`src/rtl/pipelined_adder_tree.sv`:
```
// Signed pipelined reduction tree with valid/ready handshake and optional multi-beat accumulation.
// Optional macro PIPELINED_ADDER_TREE_SAT_EN: saturating accumulation plus sticky out_sat port.
module pipelined_adder_tree #(
   parameter int DATA_WIDTH = 16,
   parameter int LENGTH     = 5,
   parameter int ACC_EXTRA  = 8,
   parameter int CNT_WIDTH  = 8,
   localparam int OUT_WIDTH = DATA_WIDTH + $clog2(LENGTH) + ACC_EXTRA
) (
   input  logic                         clk,
   input  logic                         rst_n,
   input  logic                         in_valid,
   output logic                         in_ready,
   input  logic [DATA_WIDTH*LENGTH-1:0] in_addends,
   input  logic                         in_acc,
   input  logic                         in_last,
   output logic                         out_valid,
   input  logic                         out_ready,
   output logic [OUT_WIDTH-1:0]         out_sum,
   output logic [CNT_WIDTH-1:0]         out_beats
`ifdef PIPELINED_ADDER_TREE_SAT_EN
   ,
   output logic                         out_sat
`endif
);

   localparam int LEVELS     = ($clog2(LENGTH) < 1) ? 1 : $clog2(LENGTH);
   localparam int TREE_WIDTH = DATA_WIDTH + LEVELS;
   localparam int EXT_WIDTH  = (TREE_WIDTH > OUT_WIDTH) ? TREE_WIDTH : OUT_WIDTH;

   typedef enum logic [0:0] {IDLE = 1'b0, ACCUM = 1'b1} state_t;

   function automatic int cnt_at(input int k);
      int n;
      n = LENGTH;
      for (int i = 0; i < k; i++) n = (n + 1) / 2;
      return n;
   endfunction

`ifdef PIPELINED_ADDER_TREE_SAT_EN
   function automatic logic acc_ovf(input logic [OUT_WIDTH-1:0] a, input logic [OUT_WIDTH-1:0] b);
      logic [OUT_WIDTH-1:0] s;
      s = a + b;
      return (a[OUT_WIDTH-1] == b[OUT_WIDTH-1]) && (s[OUT_WIDTH-1] != a[OUT_WIDTH-1]);
   endfunction

   function automatic logic [OUT_WIDTH-1:0] acc_add(input logic [OUT_WIDTH-1:0] a, input logic [OUT_WIDTH-1:0] b);
      logic [OUT_WIDTH-1:0] s;
      s = a + b;
      if (acc_ovf(a, b)) begin
         s = a[OUT_WIDTH-1] ? {1'b1, {(OUT_WIDTH-1){1'b0}}} : {1'b0, {(OUT_WIDTH-1){1'b1}}};
      end else begin
         s = a + b;
      end
      return s;
   endfunction
`else
   function automatic logic [OUT_WIDTH-1:0] acc_add(input logic [OUT_WIDTH-1:0] a, input logic [OUT_WIDTH-1:0] b);
      return a + b;
   endfunction
`endif

   logic en_s;
   logic out_valid_r;
   logic [OUT_WIDTH-1:0] out_sum_r;
   logic [CNT_WIDTH-1:0] out_beats_r;

   // A stalled result blocks every stage, so a bubble never gets squeezed out.
   assign en_s      = !(out_valid_r && !out_ready);
   assign in_ready  = en_s;
   assign out_valid = out_valid_r;
   assign out_sum   = out_sum_r;
   assign out_beats = out_beats_r;

   for (genvar k = 1; k <= LEVELS; k++) begin : g_lvl
      localparam int N_IN  = cnt_at(k - 1);
      localparam int N_OUT = cnt_at(k);
      localparam int W_IN  = DATA_WIDTH + k - 1;
      localparam int W     = DATA_WIDTH + k;
      logic [N_IN*W_IN-1:0] src_s;
      logic                 src_valid_s, src_acc_s, src_last_s;
      logic [N_OUT*W-1:0]   nxt_s;
      logic [N_OUT*W-1:0]   data_r;
      logic                 valid_r, acc_r, last_r;

      if (k == 1) begin : g_src
         assign src_s       = in_addends;
         assign src_valid_s = in_valid;
         assign src_acc_s   = in_acc;
         assign src_last_s  = in_last;
      end else begin : g_src
         assign src_s       = g_lvl[k-1].data_r;
         assign src_valid_s = g_lvl[k-1].valid_r;
         assign src_acc_s   = g_lvl[k-1].acc_r;
         assign src_last_s  = g_lvl[k-1].last_r;
      end

      for (genvar j = 0; j < N_OUT; j++) begin : g_elem
         logic [W_IN-1:0] a_s;
         assign a_s = src_s[W_IN*(2*j) +: W_IN];
         if (2*j + 1 < N_IN) begin : g_pair
            logic [W_IN-1:0] b_s;
            assign b_s = src_s[W_IN*(2*j+1) +: W_IN];
            assign nxt_s[W*j +: W] = {a_s[W_IN-1], a_s} + {b_s[W_IN-1], b_s};
         end else begin : g_pass
            assign nxt_s[W*j +: W] = {a_s[W_IN-1], a_s};
         end
      end

      // Tree level register: partial sums plus the beat's control bits.
      always_ff @(posedge clk or negedge rst_n) begin
         if (!rst_n) begin
            data_r  <= '0;
            valid_r <= 1'b0;
            acc_r   <= 1'b0;
            last_r  <= 1'b0;
         end else if (en_s) begin
            data_r  <= nxt_s;
            valid_r <= src_valid_s;
            acc_r   <= src_acc_s;
            last_r  <= src_last_s;
         end
      end
   end

   logic [TREE_WIDTH-1:0] tree_s;
   logic [EXT_WIDTH-1:0]  tree_wide_s;
   logic [OUT_WIDTH-1:0]  tree_ext_s;
   logic                  tv_s, tree_acc_s, tree_last_s;

   assign tree_s      = g_lvl[LEVELS].data_r;
   assign tv_s        = g_lvl[LEVELS].valid_r;
   assign tree_acc_s  = g_lvl[LEVELS].acc_r;
   assign tree_last_s = g_lvl[LEVELS].last_r;
   assign tree_wide_s = EXT_WIDTH'($signed(tree_s));
   assign tree_ext_s  = tree_wide_s[OUT_WIDTH-1:0];

   state_t               state_r, state_nxt_s;
   logic [OUT_WIDTH-1:0] acc_r, acc_nxt_s, emit_sum_s, add_s;
   logic [CNT_WIDTH-1:0] cnt_r, cnt_nxt_s, cnt_inc_s, emit_beats_s;
   logic                 emit_s;

   assign add_s     = acc_add(acc_r, tree_ext_s);
   assign cnt_inc_s = (cnt_r == {CNT_WIDTH{1'b1}}) ? cnt_r : cnt_r + CNT_WIDTH'(1);

   // Output FSM next state: decides whether the tree result is emitted or folded into the accumulator.
   always_comb begin
      state_nxt_s  = state_r;
      acc_nxt_s    = acc_r;
      cnt_nxt_s    = cnt_r;
      emit_s       = 1'b0;
      emit_sum_s   = tree_ext_s;
      emit_beats_s = CNT_WIDTH'(1);
      if (tv_s) begin
         case (state_r)
            IDLE: begin
               if (tree_acc_s && !tree_last_s) begin
                  acc_nxt_s   = tree_ext_s;
                  cnt_nxt_s   = CNT_WIDTH'(1);
                  state_nxt_s = ACCUM;
               end else begin
                  emit_s = 1'b1;
               end
            end
            ACCUM: begin
               if (!tree_acc_s) begin
                  // Standalone beat inside a group: flush the partial sum, drop the beat.
                  emit_s       = 1'b1;
                  emit_sum_s   = acc_r;
                  emit_beats_s = cnt_r;
                  acc_nxt_s    = '0;
                  cnt_nxt_s    = '0;
                  state_nxt_s  = IDLE;
               end else if (!tree_last_s) begin
                  acc_nxt_s = add_s;
                  cnt_nxt_s = cnt_inc_s;
               end else begin
                  emit_s       = 1'b1;
                  emit_sum_s   = add_s;
                  emit_beats_s = cnt_inc_s;
                  acc_nxt_s    = '0;
                  cnt_nxt_s    = '0;
                  state_nxt_s  = IDLE;
               end
            end
            default: begin
               acc_nxt_s   = '0;
               cnt_nxt_s   = '0;
               state_nxt_s = IDLE;
            end
         endcase
      end else begin
         state_nxt_s = state_r;
      end
   end

   // Output FSM state, accumulator and result registers.
   always_ff @(posedge clk or negedge rst_n) begin
      if (!rst_n) begin
         state_r     <= IDLE;
         acc_r       <= '0;
         cnt_r       <= '0;
         out_valid_r <= 1'b0;
         out_sum_r   <= '0;
         out_beats_r <= '0;
      end else if (en_s) begin
         state_r     <= state_nxt_s;
         acc_r       <= acc_nxt_s;
         cnt_r       <= cnt_nxt_s;
         out_valid_r <= emit_s;
         if (emit_s) begin
            out_sum_r   <= emit_sum_s;
            out_beats_r <= emit_beats_s;
         end
      end
   end

`ifdef PIPELINED_ADDER_TREE_SAT_EN
   logic sat_r, sat_nxt_s, emit_sat_s, out_sat_r, add_ovf_s;

   assign add_ovf_s = acc_ovf(acc_r, tree_ext_s);
   assign out_sat   = out_sat_r;

   // Sticky saturation flag for the group currently being accumulated.
   always_comb begin
      sat_nxt_s  = sat_r;
      emit_sat_s = 1'b0;
      if (tv_s) begin
         case (state_r)
            IDLE: begin
               sat_nxt_s = 1'b0;
            end
            ACCUM: begin
               if (!tree_acc_s) begin
                  emit_sat_s = sat_r;
                  sat_nxt_s  = 1'b0;
               end else if (!tree_last_s) begin
                  sat_nxt_s = sat_r | add_ovf_s;
               end else begin
                  emit_sat_s = sat_r | add_ovf_s;
                  sat_nxt_s  = 1'b0;
               end
            end
            default: begin
               sat_nxt_s = 1'b0;
            end
         endcase
      end else begin
         sat_nxt_s = sat_r;
      end
   end

   // Saturation flag registers, held with the result during a stall.
   always_ff @(posedge clk or negedge rst_n) begin
      if (!rst_n) begin
         sat_r     <= 1'b0;
         out_sat_r <= 1'b0;
      end else if (en_s) begin
         sat_r <= sat_nxt_s;
         if (emit_s) begin
            out_sat_r <= emit_sat_s;
         end
      end
   end
`endif

endmodule

```
`config.mk`:
```
export PLATFORM = sky130hd
export DESIGN_NAME = pipelined_adder_tree
export DESIGN_NICKNAME = d
export VERILOG_FILES = /design/src/rtl/pipelined_adder_tree.sv
export SDC_FILE = /design/constraint.sdc
export NUM_CORES = 1
export LEC_CHECK = 0
export BUFFER_PORTS_ARGS = -buffer_cell sky130_fd_sc_hd__buf_2
export CAP_MARGIN = 40
export CORE_MARGIN = 8
export CORE_UTILIZATION = 60
export DETAILED_ROUTE_END_ITERATION = 8
export PLACE_DENSITY = 0.81
export SLEW_MARGIN = 40
export SYNTH_ARGS = -nofsm -noshare
export SYNTH_HDL_FRONTEND = slang
export SYNTH_SLANG_ARGS = --single-unit
```
`constraint.sdc`:
```
create_clock -name clk -period 3.1 [get_ports clk]
set_input_delay 0.93 -clock clk [delete_from_list [all_inputs] [get_ports clk]]
set_output_delay 0.93 -clock clk [all_outputs]
set_load 0.01 [all_outputs]
```
==> results.md <==
- Outcome: finished, final reports clean
- Actual slew at the worst max-slew pin: 0.679 ns
- Worst Setup Path Type: flop to flop
- Detailed-routed wire length on met2: 15.0 mm
- Pwr dens: 1140 nW/um^2
- Worst min-delay path category: flop to flop
- Floorplan row count: 51
- Share of post-route cells with drive strength above 1: 14.1%
- X dimension of the die: 157 um
- Primary FF master, synth: sky130_fd_sc_hd__dfrtp_1
- Mux share of post-synthesis cell area: 0.618%
- Count of pins over their slew limit: 0
- Initial antenna violation count: 0
- Reg2Reg Capture Point: acc_r[26]
- Worst max-slew margin expressed relative to the limit: 54.1%
- CP max stage delay: 0.42 ns
- Post-synthesis sequential element count: 184
- Synth unique cells: 78
- Hold slack final: 0.470 ns
- Hold buffer count at cts: 0
- Data arrival time at the worst-slack endpoint: 3.26 ns
- Gp weighted congestion: 0.878
- Area of the core region: 19500 um^2
- H-tree depth: 4
- Iteration count of the initial detailed-routing pass: 5
- Max-cap check violation count: 0
- Quantity of gates resized following cts: 0
- Highest-count cells in the layout ignoring fill and taps: sky130_fd_sc_hd__nand2_1 (228), sky130_fd_sc_hd__dfrtp_1 (184), sky130_fd_sc_hd__nor2_1 (135)
- Leakage power figure: 6.38 nW
- Height of the die: 157 um
- Largest net degree at the start of global routing: 126
- Post CTS Setup Buffer Count: 0
- Fraction of synthesized cell area in xor and xnor cells: 4.91%
- TritonCTS clock tree: yes
- Setup repair after global routing missed its margin: false
- Post-synthesis adder-cell area fraction: 10.7%
- CP max-delay cell: sky130_fd_sc_hd__dfrtp_1
- Avg Cell Area, Syn: 8.54 um^2
- Final Cycle Share: 94.9%
- Final total power: 15.5 mW
- FF-to-FF path depth: 10
- Synthesized netlist cell count: 1399
- Num CTS Buffers: 17
- Clock Skews: 0.00887 ns
- Routed Wire Length: 30.6 mm
- Number of vias in the routed layout: 10.9k
- Final layout net count: 1704
- Origin of the critical flop-to-flop path: acc_r[0]
- Min cycle time layout: 2.94 ns
- Hold path depth: 2
- Startpoint Class: flop
- Endpoint type of the worst setup path: flop
- Synth-to-layout area growth: 13.7%
- Met3 WL post-DR: 1.93 mm
- Number of synthesized flops with an enable pin: 0
- Global route overflow: 0
- Initial Util: 61.2%
- Largest family of logic cells by synthesized area: compound AO/OA/AOI/OAI gates
- Data required time of the worst path: 3.42 ns
- Simple logic cell fraction of the synthesized area: 19.1%
- Hold path startpoint: g_lvl[1].data_r[36]
- Maximum frequency from static timing analysis: 0.340 GHz
- Number of warning messages in the yosys log: 0
- Number of sinks on the clock net: 184
- Fillers: 1575
- Worst ir drop on vdd: 0.483 mV
- Detailed Route Iter0 Violations: 713
- Crit-path cells: ha_1 -> fa_1 -> a211o_1 -> a21o_1 -> and4_4 -> o21ai_2 -> a21o_2 -> xor2_1 -> a21o_1 -> a211o_1
- Number of failing setup endpoints in the final timing report: 0
- Mean routed wirelength per cell: 17.0 um
- Maximum clock insertion buffer count: 2
- Sequential area share after synthesis: 38.5%
- Number of nets in the synthesized netlist: 1584
- Most common cell after layout, fill and taps aside: sky130_fd_sc_hd__nand2_1
- CTS clock-pin slew for the worst setup and hold paths: 0.07 ns
- Wire length of the first global-routing pass: 50.3 mm
- Ports placed on the boundary: 123
- Number of antenna-violating nets in the routed design: 0
- Vias in the first global route: 10.4k
- Largest fanout on the critical path: 5
- Number of buffers added on ports: 122
- Top routing layer used: met4
- Share of the synthesized area in compound gates (AO/OA/AOI/OAI): 22.8%
- Worst-Skew Late Latency: 0.44 ns
- Remaining design rule violation count: 0
- Tot GR Track Use: 25.0%
- Synth Cell Area: 11900 um^2
- Dpl hpwl: 22.4 mm
- Register-to-Register Setup Slack: 0.16 ns
- Hold Path Sink: g_lvl[1].data_r[36]
- Endpoints failing hold: 0
- Antenna diode count: 0
- M1 WL: 12.9 mm
- Total Die Area: 24700 um^2
- Post-synth ARST share: 100%
- Post-DR vias/cell: 6.06
- Clock Root Buffer: sky130_fd_sc_hd__clkbuf_16
## critical path, delay by kind of cell (launching register included)
family	cells	cell delay, ns
AO/OA/AOI/OAI	6	1.42
adder cells (fa/ha/maj)	2	0.67
flip-flops	1	0.42
AND/OR/NAND/NOR	1	0.21
XOR/XNOR	1	0.10
## worst max path at each step
stage	start	endpoint	slack [ns]	cells after the start
final	acc_r[0]	acc_r[26]	0.16	10
after global routing	g_lvl[3].data_r[9]	out_sum[13]	0.02	10
after CTS	g_lvl[3].data_r[9]	out_sum[13]	0.03	10
after detailed placement	in_addends[0]	g_lvl[1].data_r[14]	-0.01	12
after global placement	in_addends[32]	g_lvl[1].data_r[33]	0.02	13
after floorplan	out_ready	in_ready	0.23	5
## cells in the mapped netlist, types with 13 or more instances
| cell | number | area (um^2) |
|---|---|---|
| sky130_fd_sc_hd__buf_1 | 13 | 48.8 |
| sky130_fd_sc_hd__nand3_1 | 31 | 155 |
| sky130_fd_sc_hd__nand2_1 | 228 | 856 |
| sky130_fd_sc_hd__dfrtp_1 | 184 | 4600 |
| sky130_fd_sc_hd__nor2_1 | 135 | 507 |
| sky130_fd_sc_hd__a221o_1 | 18 | 180 |
| sky130_fd_sc_hd__a211oi_1 | 15 | 113 |
| sky130_fd_sc_hd__nor2b_1 | 15 | 93.8 |
| sky130_fd_sc_hd__ha_1 | 94 | 1180 |
| sky130_fd_sc_hd__a22oi_1 | 23 | 173 |
| sky130_fd_sc_hd__inv_1 | 42 | 158 |
| sky130_fd_sc_hd__a21o_1 | 25 | 188 |
| sky130_fd_sc_hd__a21oi_1 | 116 | 581 |
| sky130_fd_sc_hd__xor2_1 | 40 | 350 |
| sky130_fd_sc_hd__xnor2_1 | 27 | 236 |
| sky130_fd_sc_hd__nand2b_1 | 14 | 87.6 |
| sky130_fd_sc_hd__nor3_1 | 38 | 190 |
| sky130_fd_sc_hd__clkbuf_1 | 45 | 169 |
| sky130_fd_sc_hd__o21ai_0 | 112 | 561 |
| sky130_fd_sc_hd__a31oi_1 | 19 | 119 |
## power breakdown
group / switching [mW] / internal (mW)
combinational: 5.32 / 3.74
sequential: 0.807 / 3.41
clock: 0.985 / 1.20
total: 7.11 / 8.35
## cell families (layout without fill, tap and decap cells)
| logic type | Yosys count | after routing |
|---|---|---|
| buffers and inverters | 104 | 236 |
| AO/OA/AOI/OAI | 424 | 424 |
| multiplexers | 7 | 7 |
| AND/OR/NAND/NOR | 514 | 514 |
| XOR/XNOR | 67 | 67 |
| flip-flops | 184 | 184 |
| adder cells (fa/ha/maj) | 99 | 99 |
## routing by layer
layer  vias to the layer above  GRT usage, %
met4                         0          8.75
met2                       411          43.1
met1                      5138          31.2
li1                       5263             -
met5                         -             0
met3                        63          4.33
## final cells by class
| class | instances | area (um^2) | area share, % |
|---|---|---|---|
| Multi-Input combinational cell | 1111 | 6960 | 51.2 |
| Sequential cell | 184 | 4600 | 33.9 |
| Timing Repair Buffer | 163 | 950 | 6.99 |
| Clock buffer | 19 | 433 | 3.19 |
| Tap cell | 265 | 332 | 2.44 |
| Inverter | 42 | 160 | 1.18 |
| Clock inverter | 12 | 148 | 1.09 |
## per-stage QoR
step                area [um^2]  setup TNS (ns)  util, %  worst slack [ns]  std cells
global route              13600               0     69.6            0.0180       1796
floorplan                 11900               0        -             0.228       1399
CTS                       13600               0     69.6            0.0258       1796
global placement          13000               0     66.6            0.0210       1765
finish                    13600               0     69.6             0.159       1796
detailed placement        13000         -0.0244     66.6           -0.0146       1765
## sequential cells by signal (all words and copies together), names as in the netlist
register and count:
acc_r 27, cnt_r 8, g_lvl.acc_r 3, g_lvl.data_r 103, g_lvl.last_r 3, g_lvl.valid_r 3, out_beats 8, out_sum 27
out_valid 1, state_r 1
Note: power is estimated with default switching activity, not from simulation.
